===== src/rtl/track_seq_pkg.sv =====
// track_seq_pkg -- shared types and helpers for the MP3 track sequencer.
//   state_e         : playback FSM states
//   OP_*            : Bluetooth command opcodes
//   REQ_*           : one-hot request encoding between req_arbiter and the top
//   wrap_inc/dec    : track index wrap helpers, n = number of tracks
//   lfsr_step       : 16-bit Galois LFSR step (only with SHUFFLE_EN)
package track_seq_pkg;

    typedef enum logic [1:0] {
        ST_STOPPED = 2'd0,
        ST_PLAYING = 2'd1,
        ST_PAUSED  = 2'd2,
        ST_SWITCH  = 2'd3
    } state_e;

    localparam logic [2:0] OP_NOP     = 3'd0;
    localparam logic [2:0] OP_PLAY    = 3'd1;
    localparam logic [2:0] OP_PAUSE   = 3'd2;
    localparam logic [2:0] OP_NEXT    = 3'd3;
    localparam logic [2:0] OP_PREV    = 3'd4;
    localparam logic [2:0] OP_STOP    = 3'd5;
    localparam logic [2:0] OP_SELECT  = 3'd6;
    localparam logic [2:0] OP_SHUFFLE = 3'd7;

    localparam logic [3:0] REQ_PREV = 4'b0001;
    localparam logic [3:0] REQ_NEXT = 4'b0010;
    localparam logic [3:0] REQ_PLAY = 4'b0100;
    localparam logic [3:0] REQ_BT   = 4'b1000;

    function automatic int unsigned wrap_inc(input int unsigned idx, input int unsigned n);
        return (idx >= n - 32'd1) ? 32'd0 : idx + 32'd1;
    endfunction

    function automatic int unsigned wrap_dec(input int unsigned idx, input int unsigned n);
        return (idx == 32'd0) ? n - 32'd1 : idx - 32'd1;
    endfunction

`ifdef SHUFFLE_EN
    // Galois form, taps 16,14,13,11 -> feedback mask 0xB400
    function automatic logic [15:0] lfsr_step(input logic [15:0] s);
        return s[0] ? ({1'b0, s[15:1]} ^ 16'hB400) : {1'b0, s[15:1]};
    endfunction
`endif

endpackage


===== src/rtl/req_arbiter.sv =====
// req_arbiter -- button rising-edge detection and fixed-priority request
// selection (PREV > NEXT > PLAY > Bluetooth).
//   clk, rst                      : clock, async active-high reset
//   btn_prev/btn_next/btn_play    : synchronized button levels
//   bt_cmd_valid                  : Bluetooth command pending
//   allow                         : top is able to accept a request this cycle
//   req                           : one-hot accepted request (REQ_*), zero if none
//   bt_cmd_ready                  : Bluetooth handshake ready
module req_arbiter
    import track_seq_pkg::*;
(
    input  logic       clk,
    input  logic       rst,
    input  logic       btn_prev,
    input  logic       btn_next,
    input  logic       btn_play,
    input  logic       bt_cmd_valid,
    input  logic       allow,
    output logic [3:0] req,
    output logic       bt_cmd_ready
);

    logic prev_d_r, next_d_r, play_d_r;
    logic prev_e_s, next_e_s, play_e_s, any_e_s;

    // Previous button levels for rising-edge detection
    always_ff @(posedge clk or posedge rst) begin
        if (rst) begin
            prev_d_r <= 1'b0;
            next_d_r <= 1'b0;
            play_d_r <= 1'b0;
        end else begin
            prev_d_r <= btn_prev;
            next_d_r <= btn_next;
            play_d_r <= btn_play;
        end
    end

    // Edge detect and priority pick; edges arriving while blocked are dropped
    always_comb begin
        prev_e_s     = btn_prev & ~prev_d_r;
        next_e_s     = btn_next & ~next_d_r;
        play_e_s     = btn_play & ~play_d_r;
        any_e_s      = prev_e_s | next_e_s | play_e_s;
        bt_cmd_ready = allow & ~any_e_s;
        req          = 4'b0000;
        if (!allow) begin
            req = 4'b0000;
        end else if (prev_e_s) begin
            req = REQ_PREV;
        end else if (next_e_s) begin
            req = REQ_NEXT;
        end else if (play_e_s) begin
            req = REQ_PLAY;
        end else if (bt_cmd_valid) begin
            req = REQ_BT;
        end else begin
            req = 4'b0000;
        end
    end

endmodule


===== src/rtl/track_sequencer.sv =====
// track_sequencer -- MP3 playback controller: owns track index SW and the
// play/pause state, arbitrates button and Bluetooth requests, auto-advances
// on TRACK_END and runs the decoder restart handshake on every track change.
// Optional macro SHUFFLE_EN adds an LFSR-driven shuffle mode (BT opcode 7).
//   CLK, RST                     : clock, async active-high reset
//   BTN_PREV/BTN_NEXT/BTN_PLAY   : synchronized buttons, rising edge = request
//   BT_CMD_VALID/BT_CMD/BT_ARG   : Bluetooth command channel
//   BT_CMD_READY                 : Bluetooth command accepted when VALID & READY
//   TRACK_END                    : decoder end-of-track pulse
//   DEC_ACK / DEC_RESTART        : decoder reload handshake
//   SW                           : current track index
//   PLAY                         : decoder audio enable
//   BUSY                         : switching or lockout running
module track_sequencer
    import track_seq_pkg::*;
#(
    parameter int NUM_TRACKS     = 8,
    parameter int LOCKOUT_CYCLES = 500000,
    parameter int TW             = 3
) (
    input  logic          CLK,
    input  logic          RST,
    input  logic          BTN_PREV,
    input  logic          BTN_NEXT,
    input  logic          BTN_PLAY,
    input  logic          BT_CMD_VALID,
    input  logic [2:0]    BT_CMD,
    input  logic [TW-1:0] BT_ARG,
    output logic          BT_CMD_READY,
    input  logic          TRACK_END,
    input  logic          DEC_ACK,
    output logic          DEC_RESTART,
    output logic [TW-1:0] SW,
    output logic          PLAY,
    output logic          BUSY
);

    localparam int LW = $clog2(LOCKOUT_CYCLES + 1);
    localparam logic [LW-1:0] LOCK_LOAD = LW'(LOCKOUT_CYCLES);
    localparam logic [LW-1:0] LOCK_ONE  = {{(LW-1){1'b0}}, 1'b1};

    state_e        state_r, state_s, ret_r, ret_s, ret_here_s;
    logic [TW-1:0] sw_r, sw_s, inc_s, dec_s, nxt_s;
    logic [LW-1:0] lock_r, lock_s;
    logic          load_s, allow_s;
    logic          play_r, restart_r, busy_r;
    logic [3:0]    req_s;

    assign allow_s     = (state_r != ST_SWITCH) && (lock_r == {LW{1'b0}});
    assign SW          = sw_r;
    assign PLAY        = play_r;
    assign DEC_RESTART = restart_r;
    assign BUSY        = busy_r;

    req_arbiter u_arb (
        .clk          (CLK),
        .rst          (RST),
        .btn_prev     (BTN_PREV),
        .btn_next     (BTN_NEXT),
        .btn_play     (BTN_PLAY),
        .bt_cmd_valid (BT_CMD_VALID),
        .allow        (allow_s),
        .req          (req_s),
        .bt_cmd_ready (BT_CMD_READY)
    );

`ifdef SHUFFLE_EN
    logic [15:0]   lfsr_r;
    logic          shuf_r, shuf_s;
    logic [TW-1:0] pick_s;

    // Free-running LFSR and shuffle flag
    always_ff @(posedge CLK or posedge RST) begin
        if (RST) begin
            lfsr_r <= 16'hACE1;
            shuf_r <= 1'b0;
        end else begin
            lfsr_r <= lfsr_step(lfsr_r);
            shuf_r <= shuf_s;
        end
    end
`endif

    // Candidate indices for next/previous track moves
    always_comb begin
        inc_s = TW'(wrap_inc(32'(sw_r), 32'(NUM_TRACKS)));
        dec_s = TW'(wrap_dec(32'(sw_r), 32'(NUM_TRACKS)));
`ifdef SHUFFLE_EN
        // A random pick that repeats the current track falls back to plain NEXT
        pick_s = TW'(32'(lfsr_r) % 32'(NUM_TRACKS));
        if (shuf_r && (pick_s != sw_r)) begin
            nxt_s = pick_s;
        end else begin
            nxt_s = inc_s;
        end
`else
        nxt_s = inc_s;
`endif
    end

    // Next-state, track index and lockout reload decisions
    always_comb begin
        state_s    = state_r;
        ret_s      = ret_r;
        sw_s       = sw_r;
        load_s     = 1'b0;
        ret_here_s = (state_r == ST_PLAYING) ? ST_PLAYING : ST_PAUSED;
`ifdef SHUFFLE_EN
        shuf_s     = shuf_r;
`endif
        if (state_r == ST_SWITCH) begin
            if (DEC_ACK) begin
                state_s = ret_r;
            end else begin
                state_s = state_r;
            end
        end else if (req_s != 4'b0000) begin
            // An accepted request takes precedence over a coincident TRACK_END
            load_s = 1'b1;
            case (req_s)
                REQ_PREV: begin
                    sw_s    = dec_s;
                    state_s = ST_SWITCH;
                    ret_s   = ret_here_s;
                end
                REQ_NEXT: begin
                    sw_s    = nxt_s;
                    state_s = ST_SWITCH;
                    ret_s   = ret_here_s;
                end
                REQ_PLAY: begin
                    case (state_r)
                        ST_PLAYING: state_s = ST_PAUSED;
                        ST_PAUSED:  state_s = ST_PLAYING;
                        ST_STOPPED: begin
                            state_s = ST_SWITCH;
                            ret_s   = ST_PLAYING;
                        end
                        default:    state_s = state_r;
                    endcase
                end
                REQ_BT: begin
                    case (BT_CMD)
                        OP_PLAY: begin
                            if (state_r == ST_PAUSED) begin
                                state_s = ST_PLAYING;
                            end else if (state_r == ST_STOPPED) begin
                                state_s = ST_SWITCH;
                                ret_s   = ST_PLAYING;
                            end else begin
                                state_s = state_r;
                            end
                        end
                        OP_PAUSE: begin
                            if (state_r == ST_PLAYING) begin
                                state_s = ST_PAUSED;
                            end else begin
                                state_s = state_r;
                            end
                        end
                        OP_NEXT: begin
                            sw_s    = nxt_s;
                            state_s = ST_SWITCH;
                            ret_s   = ret_here_s;
                        end
                        OP_PREV: begin
                            sw_s    = dec_s;
                            state_s = ST_SWITCH;
                            ret_s   = ret_here_s;
                        end
                        OP_STOP: state_s = ST_STOPPED;
                        OP_SELECT: begin
                            // Out-of-range select is consumed silently, no lockout
                            if (32'(BT_ARG) < 32'(NUM_TRACKS)) begin
                                sw_s    = BT_ARG;
                                state_s = ST_SWITCH;
                                ret_s   = ret_here_s;
                            end else begin
                                load_s  = 1'b0;
                            end
                        end
`ifdef SHUFFLE_EN
                        OP_SHUFFLE: shuf_s = ~shuf_r;
`endif
                        default: state_s = state_r;  // NOP (and SHUFFLE when absent)
                    endcase
                end
                default: state_s = state_r;
            endcase
        end else if (TRACK_END && (state_r == ST_PLAYING)) begin
            // Auto-advance bypasses and does not reload the lockout
            sw_s    = nxt_s;
            state_s = ST_SWITCH;
            ret_s   = ST_PLAYING;
        end else begin
            state_s = state_r;
        end

        if (load_s) begin
            lock_s = LOCK_LOAD;
        end else if (lock_r != {LW{1'b0}}) begin
            lock_s = lock_r - LOCK_ONE;
        end else begin
            lock_s = lock_r;
        end
    end

    // State, track index, lockout and registered outputs
    always_ff @(posedge CLK or posedge RST) begin
        if (RST) begin
            state_r   <= ST_STOPPED;
            ret_r     <= ST_PAUSED;
            sw_r      <= {TW{1'b0}};
            lock_r    <= {LW{1'b0}};
            play_r    <= 1'b0;
            restart_r <= 1'b0;
            busy_r    <= 1'b0;
        end else begin
            state_r   <= state_s;
            ret_r     <= ret_s;
            sw_r      <= sw_s;
            lock_r    <= lock_s;
            play_r    <= (state_s == ST_PLAYING);
            restart_r <= (state_s == ST_SWITCH);
            busy_r    <= (state_s == ST_SWITCH) || (lock_s != {LW{1'b0}});
        end
    end

endmodule


===== config.mk =====
export PLATFORM = sky130hd
export DESIGN_NAME = track_sequencer
export DESIGN_NICKNAME = d
export VERILOG_FILES = /design/src/rtl/track_seq_pkg.sv /design/src/rtl/req_arbiter.sv /design/src/rtl/track_sequencer.sv
export SDC_FILE = /design/constraint.sdc
export NUM_CORES = 1
export LEC_CHECK = 0
export BUFFER_PORTS_ARGS = -buffer_cell sky130_fd_sc_hd__buf_2
export CELL_PAD_IN_SITES_DETAIL_PLACEMENT = 0
export CELL_PAD_IN_SITES_GLOBAL_PLACEMENT = 1
export CORE_MARGIN = 2
export CORE_UTILIZATION = 30
export CTS_CLUSTER_DIAMETER = 150
export CTS_CLUSTER_SIZE = 12
export DETAILED_ROUTE_END_ITERATION = 16
export MAX_ROUTING_LAYER = met4
export PLACE_DENSITY_LB_ADDON = 0.2
export SETUP_SLACK_MARGIN = 0.05
export SLEW_MARGIN = 20
export SYNTH_ARGS = -nofsm -noshare
export SYNTH_HDL_FRONTEND = slang
export SYNTH_SLANG_ARGS = --single-unit

===== constraint.sdc =====
create_clock -name CLK -period 2.85 [get_ports CLK]
set_input_delay 0.57 -clock CLK [delete_from_list [all_inputs] [get_ports CLK]]
set_output_delay 0.57 -clock CLK [all_outputs]
set_load 0.05 [all_outputs]

==> reports/results.txt, run 1 <==
Status: completed
Netlist area before placement: 0.00227 sq mm
Antenna fix cells: 0
Wire length per cell after detailed routing: 15.4 um
Setup_tns: 0 ps
Starting DRT DRC Count: 140
GR Overflow Total: 0
Delay of the slowest critical-path stage: 410 ps
Post-route clock period utilization: 0.912
Hold/Removal Path Class: in2reg
Routed wire length: 5870 um
Hpwl dp: 4560 um
Register area share after synthesis: 0.353
Global-route wire length before repair: 10100 um
Setup clock skew after layout: 5.70 ps
Critical Setup Path Class: reg2out
LEAKAGE: 1.10 nW
Layout cell share with drive strength beyond 1: 0.223
H-tree depth: 2
Final count of negative-setup-slack endpoints: 0
Root Driver: clkbuf_8
Slew Viols, Final: 0
Top cells by area in the synthesized netlist: dfrtp_1 (34%), ha_1 (6.1%), nand2_1 (4.3%), nor4_4 (3.7%), a21oi_1 (3.1%)
Number of cell instances on the worst register-to-register path: 5
Chip height: 91.0 um
Core area: 0.00729 sq mm
Total of buffers placed on input and output ports: 20
Switching part of the total: 0.241
Internal power summed over all cells: 0.670 mW
Unique masters post-synth: 57
Primary flip-flop cell chosen by synthesis mapping: dfrtp_1
Register bit count reported by yosys: 32
Unrepaired setup endpoints after global routing: false
DR vias: 2013
Number of enable-type register cells in the synthesized netlist: 0
Initial cell density of the core: 0.312
Worst-path maximum fanout: 7
Number of global-route vias before repair: 1970
Arrival @ worst endpoint: 2030 ps
Worst Max-Slew Pin Slew: 877 ps
Least setup slack across all paths after layout: 251 ps
Final estimated routing congestion in global placement: 0.805
Crit Reg-Reg Startpoint: lock_r[13]
Required time at the endpoint of the critical path: 2280 ps
Maximum count of clock buffers along a single path: 2
Maximum frequency from static timing analysis: 385 MHz
# hold bufs at CTS: 0
Clock tree sinks: 32
Hold wc startpoint: BTN_NEXT
Detailed-route vias per instance: 5.27
I/O pin cnt: 21
Post-layout nets: 307
Clock power frac: 0.413
Largest net degree at the start of global routing: 22
DR pass1 iterations: 4
Die outline area: 0.00829 sq mm
P&R area growth vs syn: 19.1%
Endpoint of the worst hold-timing path: u_arb.next_d_r
Sequential share of power: 0.518
Gate Count Post-Synth: 244
Share of power burned in combinational logic: 0.068
Antenna viol nets, final: 0
Clock insertion delay at the later pin of the skew report: 280 ps
Worst slew margin relative to its limit: 0.415
CTS tree: built
Cell count of the worst hold path: 1
DRC violations left: 0
Horiz. Die Dim: 91.0 um
Share of the synthesized area in the top cell type: 0.341
Chain of cells forming the critical path: inv_1, ha_1, nor2b_1, buf_4, nand4_4, nor4_4, buf_4
IR drop worst, VDD: 0.147 mV
Type of element capturing the critical path: output pin
Worst setup slack for register-to-register paths: 460 ps
CP startpoint kind: register
Cell accounting for the most synthesized area: dfrtp_1
Row cnt: 31
Post-synthesis net count: 269
Worst slack, placed: 393 ps
Worst-path cell with the longest stage delay: dfrtp_1
Sw Pwr: 0.212 mW
Max_cap viols: 0
Inserted Clock Buffers: 5
Syn avg cell area: 9.31 sq um
Endpoint of the lowest-slack register-to-register path: SW[1]
Antenna violations before repair: 0
Share of flip-flops with an asynchronous set or reset: 1.00
Fill cell instance count of the final layout: 781
Crit path time final: 2600 ps
Synth warnings: 0
Most frequent cell on the critical path: buf_4
Register clock-pin slew on the reported worst setup and hold paths: 70 ps
Count of endpoints failing hold in the final timing report: 0
GRT Resource Usage Total: 0.154
Pwr/cell area: 326 mW/mm^2
## flip-flops by register name (all words and copies together) (netlist names)
register	count
PLAY	1
BUSY	1
u_arb.next_d_r	1
u_arb.play_d_r	1
DEC_RESTART	1
state_r	2
ret_r	2
SW	3
u_arb.prev_d_r	1
lock_r	19
## metal layers
layer  vias to the layer above  global-route usage  share of wire  wire, um
li1                        986                   -              -         -
met1                       959               0.229           0.52      3080
met2                        57               0.214           0.42      2470
met3                        11              0.0290          0.044       261
met4                         0              0.0391          0.010        61
met5                         -                   -              0         0
## final cells by class
| type | instances | area, sq um | share of cell area |
|---|---|---|---|
| Inverter | 8 | 30.0 | 0.0111 |
| Sequential cell | 32 | 802 | 0.296 |
| Timing Repair Buffer | 37 | 230 | 0.0851 |
| Multi-Input combinational cell | 198 | 1430 | 0.528 |
| Clock inverter | 2 | 10.0 | 0.00370 |
| Tap cell | 99 | 124 | 0.0458 |
| Clock buffer | 6 | 82.6 | 0.0305 |
## power groups by stage
| stage | combinational, mW | clock, mW | sequential, mW |
|---|---|---|---|
| 3_5_place_dp | 0.0602 | 0 | 0.466 |
| 3_3_place_gp | 0.0601 | 0 | 0.466 |
| 5_1_grt | 0.0686 | 0.406 | 0.457 |
| 6_report | 0.0603 | 0.364 | 0.457 |
| 4_1_cts | 0.0603 | 0.379 | 0.457 |
| 2_1_floorplan | 0.0351 | 0 | 0.466 |
## metrics by stage
step / total power, mW / cell area (sq um) / hold WS [ps] / cells / utilization
after floorplan: 0.501 / 2280 / 491 / 244 / -
after global placement: 0.526 / 2600 / 515 / 374 / 0.357
after detailed placement: 0.526 / 2600 / 508 / 374 / 0.357
after CTS: 0.896 / 2700 / 408 / 382 / 0.370
after global routing: 0.932 / 2710 / 398 / 382 / 0.371
final: 0.882 / 2710 / 415 / 382 / 0.371
## timing repair
item | in CTS | in global routing
resized for setup | 0 | 3
buffers inserted | 0 | 0
endpoints found under the setup margin | 0 | 1
## logic make-up (layout without fill, tap and decap cells)
| logic type | count (synthesis) | count (layout) | share of synthesized area |
|---|---|---|---|
| simple gates | 117 | 117 | 0.336 |
| compound gates | 58 | 58 | 0.176 |
| xor+xnor | 10 | 10 | 0.0385 |
| fa+ha+maj | 11 | 11 | 0.0606 |
| flops | 32 | 32 | 0.353 |
| buf+inv | 14 | 53 | 0.0253 |
| mux | 2 | 2 | 0.00991 |
## synth_stat cells (all sizes together) (3+ instances only)
master and instances:
a21boi 3, a21oi 14, ha 11, xnor2 5
xor2 5, nand2b 11, inv 8, nor4b 4
o2111ai 3, nor3 10, clkbuf 4, nor2 8
nand3 11, or4 3, nand3b 4, dfrtp 31
o21ai 13, nor4 10, or3 4, o31ai 5
nor2b 9, nand2 26, and2 3, nand4 5
## cell usage in the layout, fill, tap and decap left out, types with 5 or more instances in the layout
cell type	Yosys	routed
xor2_1	5	5
nand2b_1	11	11
nor3_1	8	8
nand2_1	26	26
nor2b_1	9	9
dfrtp_1	31	31
nor4_4	4	5
xnor2_1	5	5
clkbuf_8	0	6
inv_1	8	8
buf_2	1	19
o21ai_0	13	13
ha_1	11	11
a21oi_1	14	14
o31ai_1	5	5
nand3_1	10	10
buf_4	1	18
nor2_1	8	8
## worst max-delay path by stage
| stage | slack, ps | startpoint | depth (start not counted) | end |
|---|---|---|---|---|
| final | 250 | lock_r[1] | 7 | BT_CMD_READY |
| after global routing | 70 | lock_r[1] | 7 | BT_CMD_READY |
| after CTS | 160 | lock_r[1] | 7 | BT_CMD_READY |
| after detailed placement | 390 | BTN_PREV | 7 | BUSY |
| after global placement | 420 | BTN_NEXT | 7 | BUSY |
| after floorplan | 110 | lock_r[0] | 5 | BT_CMD_READY |
## worst max-delay path, delay by kind of cell, from the launching register on
kind	cells	cell delay, ps
DFF	1	410
and+or+nand+nor	3	690
adders and majority gates	1	190
buffers and inverters	3	450
Note: power is estimated with default switching activity, not from simulation.
==> run 2: changes to the inputs <==
--- a/config.mk
+++ b/config.mk
@@ -6,8 +6,6 @@
 export NUM_CORES = 1
 export LEC_CHECK = 0
 export BUFFER_PORTS_ARGS = -buffer_cell sky130_fd_sc_hd__buf_2
-export CELL_PAD_IN_SITES_DETAIL_PLACEMENT = 0
-export CELL_PAD_IN_SITES_GLOBAL_PLACEMENT = 1
 export CORE_MARGIN = 2
 export CORE_UTILIZATION = 30
 export CTS_CLUSTER_DIAMETER = 150
==> constraint.sdc (replaced) <==
create_clock -name CLK -period 2.75 [get_ports CLK]
set_input_delay 0.55 -clock CLK [delete_from_list [all_inputs] [get_ports CLK]]
set_output_delay 0.55 -clock CLK [all_outputs]
set_load 0.05 [all_outputs]
==> reports/results.txt, run 2 (synthesized netlist as in run 1, its figures left out) <==
Worst slew margin relative to its limit: 0.517
Max_cap viols: 0
Fill cell instance count of the final layout: 766
Horiz. Die Dim: 91.0 um
Worst-path maximum fanout: 7
Arrival @ worst endpoint: 2030 ps
Antenna viol nets, final: 0
Chip height: 91.0 um
Number of flip-flops under the largest register name: 19
Pwr/cell area: 376 mW/mm^2
Critical path buffer and inverter count: 1
GRT Resource Usage Total: 0.149
Register clock-pin slew on the reported worst setup and hold paths: 70 ps
Wire length per cell after detailed routing: 14.9 um
Required time at the endpoint of the critical path: 2200 ps
LEAKAGE: 1.10 nW
Largest net degree at the start of global routing: 19
Clock insertion delay at the later pin of the skew report: 290 ps
Post-route clock period utilization: 0.937
Delay of the slowest critical-path stage: 450 ps
Global-route wire length before repair: 9570 um
Antenna fix cells: 0
Detailed-route vias per instance: 5.14
Number of global-route vias before repair: 1924
Status: completed
IR drop worst, VDD: 0.196 mV
Total of buffers placed on input and output ports: 20
Post-route cell area: 0.00273 sq mm
Layout cell share with drive strength beyond 1: 0.221
Post-Place Cell Area: 0.00260 sq mm
Row cnt: 31
Hold/Removal Path Class: in2async
Routed wire length: 5660 um
H-tree depth: 2
Register bank with the most flops: lock_r
# hold bufs at CTS: 0
GR Overflow Total: 0
I/O pin cnt: 21
Post-layout nets: 305
Most frequent cell on the critical path: nor4_4
Clock tree sinks: 32
Inserted Clock Buffers: 5
Maximum count of clock buffers along a single path: 2
DR pass1 iterations: 6
Final estimated routing congestion in global placement: 0.878
Number of cell instances on the worst register-to-register path: 8
P&R area growth vs syn: 20.3%
Starting DRT DRC Count: 120
Worst Max-Slew Pin Slew: 724 ps
Hpwl dp: 4480 um
Crit path time final: 2580 ps
Kind of cell with the highest combined delay on the critical path: simple AND/OR/NAND/NOR gates
CP startpoint kind: register
Path length in cells of the critical path: 4
Most frequent cells in the layout: dfrtp_1 (31), nand2_1 (26), buf_2 (19), buf_4 (15), a21oi_1 (14)
Unrepaired setup endpoints after global routing: true
DRC violations left: 0
Root Driver: clkbuf_8
Initial cell density of the core: 0.312
Maximum frequency from static timing analysis: 388 MHz
CTS tree: built
Worst-path cell with the longest stage delay: dfrtp_1
Setup clock skew after layout: 10.6 ps
Die outline area: 0.00829 sq mm
Final count of negative-setup-slack endpoints: 0
Type of element capturing the critical path: output pin
Core area: 0.00729 sq mm
Most common cell after layout, fill and taps aside: dfrtp_1
Number of buffers inserted by post-CTS setup repair: 0
DR vias: 1953
Antenna violations before repair: 0
Critical Setup Path Class: reg2out
Chain of cells forming the critical path: nor4_4, nand4_4, nor4_4, clkbuf_4
Slew Viols, Final: 0
Setup_tns: 0 ps
Count of endpoints failing hold in the final timing report: 0
==> run 2: cell types whose count changed in the layout (fill, tap and decap cells not counted) <==
cell	delta
bufinv_16	+1
clkbuf_4	+1
clkbuf_8	+1
a2111oi_1	+1
nor2b_1	-1
clkinv_2	-2
nor2b_4	+1
a2111oi_0	-1
buf_4	-3
==> run 2: power breakdown <==
group / leakage (nW) / internal, mW / switching, mW
sequential: 0.369 / 0.473 / 0.00101
clock: 0.0645 / 0.320 / 0.172
combinational: 0.669 / 0.0225 / 0.0398
==> run 2: layout make-up <==
type | count | area (sq um) | share of cell area
Multi-Input combinational cell | 198 | 1440 | 0.525
Sequential cell | 32 | 802 | 0.293
Timing Repair Buffer | 35 | 215 | 0.0787
Tap cell | 99 | 124 | 0.0453
Clock buffer | 7 | 96.3 | 0.0352
Clock inverter | 1 | 30.0 | 0.0110
Inverter | 8 | 30.0 | 0.0110
==> run 2: worst register-to-register path, cell delays in order, from the launching register on <==
cell and delay, ps:
dfrtp_1 430, inv_1 80, ha_1 190, nor4b_2 350, nand2_1 260, xnor2_1 180
a211o_1 310, nor4b_1 380, nand4b_1 160
==> run 2: worst paths after layout <==
check / from / to / slack (ps)
max: lock_r[11] / BT_CMD_READY / 170
max reg2reg: lock_r[0] / BUSY / 270
max in group asynchronous: RST / ret_r[1] / 1710
min reg2reg: ret_r[1] / ret_r[1] / 520
min: RST / SW[0] / 380
min in group CLK: BTN_PREV / u_arb.prev_d_r / 390
==> run 2: metrics by stage <==
step           hold slack (ps)  setup slack [ps]  power (mW)   util  std cells
3_5_place_dp               514               166       0.546  0.356        372
6_report                   376               173        1.03  0.375        380
5_1_grt                    388              41.9        1.07  0.375        380
4_1_cts                    386              92.1        1.04  0.374        380
3_3_place_gp               509               142       0.546  0.356        372
2_1_floorplan              491               332       0.519      -        244
==> run 2: layer usage <==
| layer | part of all wire | track usage |
|---|---|---|
| met1 | 0.51 | 0.209 |
| met3 | 0.029 | 0.0266 |
| met2 | 0.45 | 0.221 |
| met5 | 0 | - |
| met4 | 0.013 | 0.0429 |
==> run 2: timing repair <==
action                                 4_1_cts  5_1_grt
resized for setup                            1        3
setup endpoints to repair                    1        2
endpoints found under the hold margin        0        0
==> run 3: changes to the inputs <==
==> constraint.sdc (replaced) <==
create_clock -name CLK -period 3.1 [get_ports CLK]
set_input_delay 0.62 -clock CLK [delete_from_list [all_inputs] [get_ports CLK]]
set_output_delay 0.62 -clock CLK [all_outputs]
set_load 0.05 [all_outputs]
==> reports/results.txt, run 3 (synthesized netlist as in run 1, its figures left out) <==
Status: completed
CTS tree: built
Worst slack, placed: 413 ps
Max_cap viols: 0
Crit path time final: 2790 ps
Register clock-pin slew on the reported worst setup and hold paths: 80 ps
Root Driver: clkbuf_8
Endpoint of the lowest-slack register-to-register path: SW[1]
Starting DRT DRC Count: 153
Number of global-route vias before repair: 1895
Worst Max-Slew Pin Slew: 456 ps
Hold/Removal Path Class: in2async
Wire length per cell after detailed routing: 15.3 um
Crit Reg-Reg Startpoint: lock_r[0]
Layout cell share with drive strength beyond 1: 0.189
Slew Viols, Final: 0
Final count of negative-setup-slack endpoints: 0
Worst-path maximum fanout: 7
Setup_tns: 0 ps
Post-Place Cells: 361
Clock insertion delay at the later pin of the skew report: 300 ps
Antenna violations before repair: 0
Setup clock skew after layout: 4.67 ps
Core area: 0.00729 sq mm
Largest net degree at the start of global routing: 33
Post-route clock period utilization: 0.899
Pwr/cell area: 341 mW/mm^2
Row cnt: 31
Chip height: 91.0 um
Maximum frequency from static timing analysis: 359 MHz
Required time at the endpoint of the critical path: 2480 ps
Global-route wire length before repair: 9560 um
Total of buffers placed on input and output ports: 20
Routed wire length: 5650 um
Maximum count of clock buffers along a single path: 2
DR vias: 1920
Antenna fix cells: 0
GRT Resource Usage Total: 0.150
Hpwl dp: 4240 um
Number of flip-flops under the largest register name: 19
Number of cell instances on the worst register-to-register path: 7
CP startpoint kind: register
Clock tree sinks: 32
P&R area growth vs syn: 15.3%
Inserted Clock Buffers: 5
Detailed-route vias per instance: 5.20
DR pass1 iterations: 5
Antenna viol nets, final: 0
Post-layout nets: 294
Worst setup slack for register-to-register paths: 510 ps
Critical Setup Path Class: reg2out
I/O pin cnt: 21
Count of endpoints failing hold in the final timing report: 0
LEAKAGE: 1.04 nW
Die outline area: 0.00829 sq mm
Arrival @ worst endpoint: 2170 ps
Most common cell after layout, fill and taps aside: dfrtp_1
Least setup slack across all paths after layout: 313 ps
GR Overflow Total: 0
IR drop worst, VDD: 0.152 mV
Horiz. Die Dim: 91.0 um
Worst slew margin relative to its limit: 0.688
Initial cell density of the core: 0.312
Number of buffers inserted by post-CTS setup repair: 0
H-tree depth: 2
Unrepaired setup endpoints after global routing: false
DRC violations left: 0
Final Instance Count excl. Fillers: 369
Most frequent cells in the layout: dfrtp_1 (31), nand2_1 (26), buf_2 (20), a21oi_1 (14), o21ai_0 (13)
Type of element capturing the critical path: output pin
Register bank with the most flops: lock_r
Final estimated routing congestion in global placement: 0.871
==> run 3: cell types whose count changed in the layout (fill, tap and decap cells not counted), sizes merged <==
cell      change
buf          -10
clkbuf        -3
clkinv        +1
clkinvlp      +1
==> run 3: worst max path at each step <==
stage                    from            to  depth (start not counted)
floorplan           lock_r[0]  BT_CMD_READY                          5
global placement     BTN_PREV          BUSY                          7
detailed placement  lock_r[0]         SW[1]                          7
CTS                 lock_r[0]  BT_CMD_READY                          6
global route        lock_r[0]  BT_CMD_READY                          6
finish              lock_r[0]  BT_CMD_READY                          6
==> run 3: routing by layer <==
layer | global-route usage | wire length [um] | vias to the layer above
li1 | - | - | 960
met1 | 0.197 | 2790 | 921
met2 | 0.234 | 2620 | 33
met3 | 0.0249 | 164 | 6
met4 | 0.0543 | 82 | 0
met5 | - | 0 | -
==> run 3: per-stage QoR <==
stage / power [mW] / cell area [sq um] / util / hold WS (ps)
finish: 0.892 / 2620 / 0.359 / 406
global route: 0.932 / 2620 / 0.359 / 454
CTS: 0.901 / 2620 / 0.359 / 423
detailed placement: 0.482 / 2500 / 0.344 / 513
global placement: 0.482 / 2500 / 0.344 / 504
floorplan: 0.460 / 2280 / - / 491
==> run 3: power breakdown <==
group	switching [mW]	internal, mW
logic	0.0342	0.0184
clock network	0.181	0.238
registers	0.000794	0.419
==> run 3: cell type report <==
cell class              count  area (sq um)
inverters                   8          30.0
fillers                   792          4670
clock buffers               5          68.8
flip-flops and latches     32           802
clock inverters             3          42.5
multi-input cells         198          1420
well taps                  99           124
repair buffers             24           130
==> run 3: what timing repair did <==
item                                    4_1_cts  5_1_grt
gates resized for setup                       0        1
hold buffers                                  0        0
endpoints found under the setup margin        0        1
==> run 3: critical path: stages (launching register included) <==
cell	delay [ps]
dfrtp_1	440
inv_1	80
ha_1	190
nor2b_2	270
nand4_4	240
nor4_2	340
buf_2	300
